File: config.mk
export PLATFORM = sky130hd
export DESIGN_NAME = sw_arbiter
export DESIGN_NICKNAME = d
export VERILOG_FILES = /design/src/rtl/sw_arbiter.sv
export SDC_FILE = /design/constraint.sdc
export NUM_CORES = 1
export LEC_CHECK = 0
export ABC_CLOCK_PERIOD_IN_PS = 2600
export CAP_MARGIN = 20
export CORE_AREA = 2 2 60 62
export DETAILED_ROUTE_END_ITERATION = 16
export DIE_AREA = 0 0 62 64
export PLACE_DENSITY_LB_ADDON = 0.08
export SLEW_MARGIN = 5
export SYNTH_ARGS = -nofsm -noshare
export SYNTH_HDL_FRONTEND = slang
export SYNTH_SLANG_ARGS = --single-unit
File: constraint.sdc
create_clock -name clk -period 2.6 [get_ports clk]
set_input_delay 0.52 -clock clk [delete_from_list [all_inputs] [get_ports clk]]
set_output_delay 0.52 -clock clk [all_outputs]
set_load 0.01 [all_outputs]
File: src/rtl/sw_arbiter.sv
// Round-robin packet arbiter: N_REQ requesters share one write port, with a
// stall watchdog that revokes a grant whose owner stops making progress.
module sw_arbiter #(
  parameter int unsigned W_WIDTH = 8,
  parameter int unsigned N_REQ   = 4,
  parameter int unsigned TMO     = 16
) (
  input  logic                       clk,
  input  logic                       rst,
  input  logic [N_REQ-1:0]           req,
  input  logic [N_REQ-1:0]           req_last,
  input  logic [N_REQ*W_WIDTH-1:0]   req_data,
  input  logic                       port_busy,
  output logic [N_REQ-1:0]           gnt,
  output logic [N_REQ-1:0]           ack,
  output logic                       wr_en,
  output logic [W_WIDTH-1:0]         data_out,
  output logic                       wdog
);

  localparam int unsigned IDX_W = $clog2(N_REQ);
  localparam int unsigned CNT_W = $clog2(TMO);

  typedef enum logic {IDLE, XFER} state_t;

  state_t             state_q, state_n;
  logic [IDX_W-1:0]   gnt_idx_q, gnt_idx_n;
  logic [IDX_W-1:0]   rr_ptr_q, rr_ptr_n;
  logic [CNT_W-1:0]   stall_q, stall_n;
  logic [N_REQ-1:0]   gnt_n;
  logic               wr_en_n;
  logic [W_WIDTH-1:0] data_n;
  logic               wdog_n;

  logic               accept;
  logic               sel_found;
  logic [IDX_W-1:0]   sel_idx;
  logic [IDX_W-1:0]   ptr_inc;
  logic [W_WIDTH-1:0] data_arr [N_REQ];

  // Beat handshake is purely combinational so the requester can advance same cycle.
  assign accept  = (state_q == XFER) && req[gnt_idx_q] && !port_busy && !rst;
  assign ack     = {N_REQ{accept}} & gnt;
  assign ptr_inc = (gnt_idx_q == IDX_W'(N_REQ - 1)) ? '0 : gnt_idx_q + IDX_W'(1);

  always_comb begin
    for (int i = 0; i < int'(N_REQ); i++) begin
      data_arr[i] = req_data[i*W_WIDTH +: W_WIDTH];
    end
  end

  // Circular search for the first requester at or after rr_ptr.
  always_comb begin
    sel_found = 1'b0;
    sel_idx   = '0;
    for (int i = 0; i < int'(N_REQ); i++) begin
      int cand;
      cand = int'(rr_ptr_q) + i;
      if (cand >= int'(N_REQ)) cand = cand - int'(N_REQ);
      if (!sel_found && req[cand]) begin
        sel_found = 1'b1;
        sel_idx   = IDX_W'(cand);
      end
    end
  end

  always_comb begin
    state_n   = state_q;
    gnt_n     = gnt;
    gnt_idx_n = gnt_idx_q;
    rr_ptr_n  = rr_ptr_q;
    stall_n   = stall_q;
    wr_en_n   = 1'b0;
    data_n    = data_out;
    wdog_n    = 1'b0;
    case (state_q)
      IDLE: begin
        if (sel_found) begin
          gnt_n     = N_REQ'(1) << sel_idx;
          gnt_idx_n = sel_idx;
          stall_n   = '0;
          state_n   = XFER;
        end
      end
      XFER: begin
        if (accept) begin
          wr_en_n = 1'b1;
          data_n  = data_arr[gnt_idx_q];
          stall_n = '0;
          if (req_last[gnt_idx_q]) begin
            gnt_n    = '0;
            rr_ptr_n = ptr_inc;
            state_n  = IDLE;
          end
        end else if (stall_q == CNT_W'(TMO - 1)) begin
          // Owner made no progress for TMO cycles: revoke and move on.
          wdog_n   = 1'b1;
          gnt_n    = '0;
          rr_ptr_n = ptr_inc;
          state_n  = IDLE;
        end else begin
          stall_n = stall_q + CNT_W'(1);
        end
      end
      default: state_n = IDLE;
    endcase
  end

  always_ff @(posedge clk) begin
    if (rst) begin
      state_q   <= IDLE;
      gnt       <= '0;
      gnt_idx_q <= '0;
      rr_ptr_q  <= '0;
      stall_q   <= '0;
      wr_en     <= 1'b0;
      data_out  <= '0;
      wdog      <= 1'b0;
    end else begin
      state_q   <= state_n;
      gnt       <= gnt_n;
      gnt_idx_q <= gnt_idx_n;
      rr_ptr_q  <= rr_ptr_n;
      stall_q   <= stall_n;
      wr_en     <= wr_en_n;
      data_out  <= data_n;
      wdog      <= wdog_n;
    end
  end

endmodule

Yosys cells after proc, flatten, opt, wreduce, memory -nomap -nowiden
Index checks and enable logic that the tools add are counted.

Register bits: 23. Input port bits: 43. Output and inout bits: 18. Logic and storage cells: 108.

Add/subtract/negate cells: 9. Order comparisons: 10. Eq/ne operators: 7. Shift-type cells: 1. Mux-type cells: 51. Bitwise operators: 3. Reductions and logical operators: 19.

Operator list (count): 32-bit by 4-bit < comparator with 1-bit output (second input constant) (4); 32-bit 2-to-1 mux (4); 4-bit 2-to-1 mux (7); 1-bit 2-to-1 mux (20); 8-bit binary-select mux with 2-bit select (1); 2-bit 2-to-1 mux (8); 8-bit 2-to-1 mux (2); 4-bit one-hot mux with 2 select lines (2); 1-bit binary-select mux with 2-bit select (6); 3-bit >= comparator (second input constant) (4); 3-bit by 3-bit subtractor with 4-bit output (second input constant) (3); 2-bit by 2-bit adder with 3-bit output (second input constant) (2); 1-bit logical AND (6); 2-bit AND reduction (3); 3-bit AND reduction (2); 1-bit zero test (5); 4-bit by 1-bit adder with 4-bit output (second input constant) (1); 4-bit bitwise AND (1); 4-bit == test (second input constant) (1); 1-bit by 2-bit left shift with 4-bit output (first input constant) (1); 2-bit by 3-bit subtractor with 4-bit output (second input constant) (1); 2-bit by 1-bit adder with 3-bit output (second input constant) (1); 2-bit by 3-bit >= comparator with 1-bit output (second input constant) (1); 2-bit by 3-bit < comparator with 1-bit output (second input constant) (1); 13 further kinds (13).

Logic depth before layout (Yosys ltp)
Gate-level depths: netlist (run 1).

Word-level depth: 18. Mapped depth: 6. Mapped depth without buffers: 5.

Worst setup path after synthesis (run 1)
OpenSTA, ideal clock, no wires.

Path kind: input to register. Start: input port req[3]. End: register rr_ptr_q[0]. Library setup time: 0.123 ns. Arrival: 1.734 ns. Required time: 2.477 ns. Slack: 0.743 ns. Stages: 4. Path buffers: 0. Cells stage by stage: mux4_2 a21o_1 a21oi_2 mux2_1.

Word-level cells in the longest chain between the ends: 7. Elaborated cells on any way between the ends: 9. Those cells by class: eq/ne: 1; mux: 3; reduce/logical: 5.

Ends and longest elaborated chain: start: declaration (line 10) `input logic [N_REQ-1:0] req,`; 1-bit binary-select mux with 2-bit select (*) (line 42) `assign accept = (state_q == XFER) && req[gnt_idx_q] && !port_busy && !rst;`; 1-bit 2-to-1 mux (implied by the code) (*) (line 42); 1-bit logical AND (*) (3 in series) (line 42); 2-bit by 1-bit inequality test with 1-bit output (no source line) or 2-bit nonzero test (tied branches); 3-bit AND reduction (no source line); end signal: assignment (line 123) `rr_ptr_q <= rr_ptr_n;`; end: declaration (line 28) `logic [IDX_W-1:0] rr_ptr_q, rr_ptr_n;`.

Every way passes the cells marked *; elsewhere a longest branch is shown, timed or not. The select of a mux whose other input is x is not followed. A chain may end at the register's enable or synchronous reset.

Worst setup path in the final report (run 1)
Start: input port req[3]. End: output port ack[2].

Word-level cells in the longest chain between the ends: 6.

Ends and longest elaborated chain: 1-bit binary-select mux with 2-bit select (line 42); 1-bit 2-to-1 mux (implied by the code) (line 42); 1-bit logical AND (3 in series) (line 42); 4-bit bitwise AND (line 43) `assign ack = {N_REQ{accept}} & gnt;`; end: declaration (line 15) `output logic [N_REQ-1:0] ack,`.

No other way between the ends. The select of a mux whose other input is x is not followed.

==> results of run 1 <==
## state kept, by name, indices dropped and copies added (netlist names)
signal and cells:
data_out 8, gnt 4, stall_q 4, gnt_idx_q 2, rr_ptr_q 2, state_q 1, wdog 1, wr_en 1
## Yosys cell counts (all sizes together) (2+ instances only)
master   n
nor4     2
nor3     3
mux4    10
a31oi    2
nor2     3
dfxtp   23
o32ai    5
nand2b  10
a21o     2
a21boi   2
nor2b    3
o22ai    2
a21oi   12
o21ai    2
and3     5
nand2   18
inv      3
buf      3
clkbuf   4
nand3    2
ha       2
## worst max-delay path by stage
stage	depth (start not counted)	slack, ps	end
floorplan	4	740	rr_ptr_q[0]
global placement	4	-30	ack[1]
detailed placement	4	-60	ack[0]
CTS	5	30	ack[3]
global route	5	2	ack[2]
finish	5	50	ack[2]
## tightest hold or removal path: cells and delay by family, from the launching register on
family,cells,cell delay (ps)
AO/OA/AOI/OAI,1,50
AND/OR/NAND/NOR,1,50
flip-flops,1,340
## routing by layer
layer / share of wire (%) / vias to the layer above / routed length, microns
li1: - / 653 / -
met1: 42 / 631 / 1530
met2: 52 / 45 / 1850
met3: 5.4 / 4 / 195
met4: 0.58 / 0 / 21
met5: 0 / - / 0
## timing repair
| item | CTS | global route |
|---|---|---|
| endpoints found under the setup margin | 4 | 3 |
| resized for setup | 4 | 3 |
| buffers inserted | 2 | 0 |
| pin swaps | 0 | 0 |
## report_power, final
group / internal, mW / switching (mW) / total [mW]
clock network: 0.0586 / 0.115 / 0.174
registers: 0.364 / 0.00982 / 0.374
logic: 0.123 / 0.0666 / 0.189
## stage by stage
| step | worst slack, ps | hold WS [ps] | cell area (sq um) |
|---|---|---|---|
| CTS | 33.7 | 464 | 2040 |
| floorplan | 743 | 481 | 1310 |
| global route | 1.55 | 493 | 2050 |
| global placement | -33.1 | 443 | 2000 |
| finish | 52.5 | 463 | 2050 |
| detailed placement | -63.3 | 446 | 2000 |
## cell families after synthesis
group / Yosys count / share of synthesized area (%)
flip-flops: 23 / 35.2
AO/OA/AOI/OAI: 36 / 19.1
adder cells (fa/ha/maj): 2 / 1.91
AND/OR/NAND/NOR: 52 / 21.2
buffers and inverters: 10 / 3.73
multiplexers: 12 / 18.8
## cell type report
| class | instances | area [sq um] |
|---|---|---|
| clock inverter | 1 | 7.51 |
| sequential | 23 | 460 |
| timing repair buffer | 72 | 691 |
| inverter | 3 | 11.3 |
| clock buffer | 3 | 22.5 |
| fill | 281 | 1230 |
| tap | 46 | 57.6 |
| multi-input combinational | 102 | 800 |
==> reports/metrics.cfg, run 1 <==
[outcome]
status=finished clean

[min_path]
hp-start=data_out[2]
min_delay_path_depth=2
hp-class=flop to flop
hold_end=data_out[2]

[clock_network]
postCtsHoldBufs=0
clkLatencyLatePin_ps=320
cts_tree=done
clk_pin_slew_ps=140
numCtsBuffers=3
clockBufferDepth=2
cts_root_buf=clkbuf_4
cts.sinks=23
htreeDepth=1

[logic_synthesis]
synth_edf_count=0
syn_nets=180
yosys.area.top_type=dfxtp_1
synth-seq-cells=23
ys_types=43
synthesis.yosys.warnings=0
synth.area.top_cells=dfxtp_1 35%, mux4_2 17%, nand2_1 4.9%
syn_avg_cell_area_sq_um=9.69
synthArstFlopShare_pct=0
synth_area_sq_um=1310
syn_inst=135
seq_area_frac_synth_pct=35.2
synth_flop_cell=dfxtp_1
synth_top_area_share_pct=35.2

[placed_design]
hpwl_microns=2730
io_buffers=60
placed_cells_incl_taps=244
globalplace.congestion=0.948

[drt]
vias=1333
finalWirelength_microns=3590
drc=0
wl_per_cell_microns=14.4
vias_per_cell=5.33
ant_nets=0
drtIter0Drc=49
first_pass_iters=4

[floorplan]
start_util_pct=39.8
die_area_sq_um=3970
die_w_microns=62
die_y_microns=64
num_rows=21
core_region_area_sq_um=3280
ios=61

[layout]
diodes=0
final_cell_count_no_fill=250
final_cell_mix=55 x clkdlybuf4s50_1, 23 x dfxtp_1, 17 x nand2_1, 12 x buf_4, 11 x a21oi_1
final_common_cell=clkdlybuf4s50_1
finalNetCount=250
drive_above_1_share_pct=16.2
final_core_util_pct=62.4
areaGrowthSynthToFinish_pct=56.6

[sta]
rsz0062_at_grt=no
hold_viol=0
period_needed_ps=2550
tightest_slew_ps=332
min_period_over_period_pct=98.0
tns_ps=0
finClkSkew_ps=12.7
max_slew_margin_pct=77.6
slew_violations=0
timing.fmax_mhz=393
setup_violations=0

[global_routing]
grt_max_degree=31
grt_usage_pct=18.3
grt_pass1_vias=1239
grtUsageMet3_pct=2.83
antenna_found_initial=0
grtUsageMet1_pct=25.5
grt_pass1_wl_microns=5560
met2_usage_pct=29.4
gr-total-overflow=0
grt_busiest_layer=met2

[worst_setup_path]
cp_max_fo=3
r2r-start=gnt_idx_q[0]
arrival_ps=2030
r2r_cells=6
worstPathRequired_ps=2080
crit_family=buffers and inverters
worst_setup_path_start_kind=input pin
end_kind=output port
r2r_setup_slack_ps=550
reg2reg_to=rr_ptr_q[0]
path_buf_inv=3
path_class=input pin to output port
crit_chain=clkdlybuf4s50_1 > mux4_2 > buf_4 > and3_1 > dlygate4sd2_1
cp_slowest_cell=mux4_2
startpoint=req[3]
critPathMaxStageDelay_ps=520

[power_and_ir_drop]
power.leakage_nw=0.748
irDropWorstVdd_uv=194
power-per-cell-area_nw_per_um2=360
p_total_mw=0.737

[job]
cap_violations=0

Power figures use the tool's default switching activity.
==> run 2, diff against run 1 <==
--- a/config.mk
+++ b/config.mk
@@ -8,6 +8,7 @@
 export ABC_CLOCK_PERIOD_IN_PS = 2600
 export CAP_MARGIN = 20
 export CORE_AREA = 2 2 60 62
+export CTS_CLUSTER_DIAMETER = 50
 export DETAILED_ROUTE_END_ITERATION = 16
 export DIE_AREA = 0 0 62 64
 export PLACE_DENSITY_LB_ADDON = 0.08
==> results of run 2 <==
Final layout, timing and power as in run 1 (identical DEF).
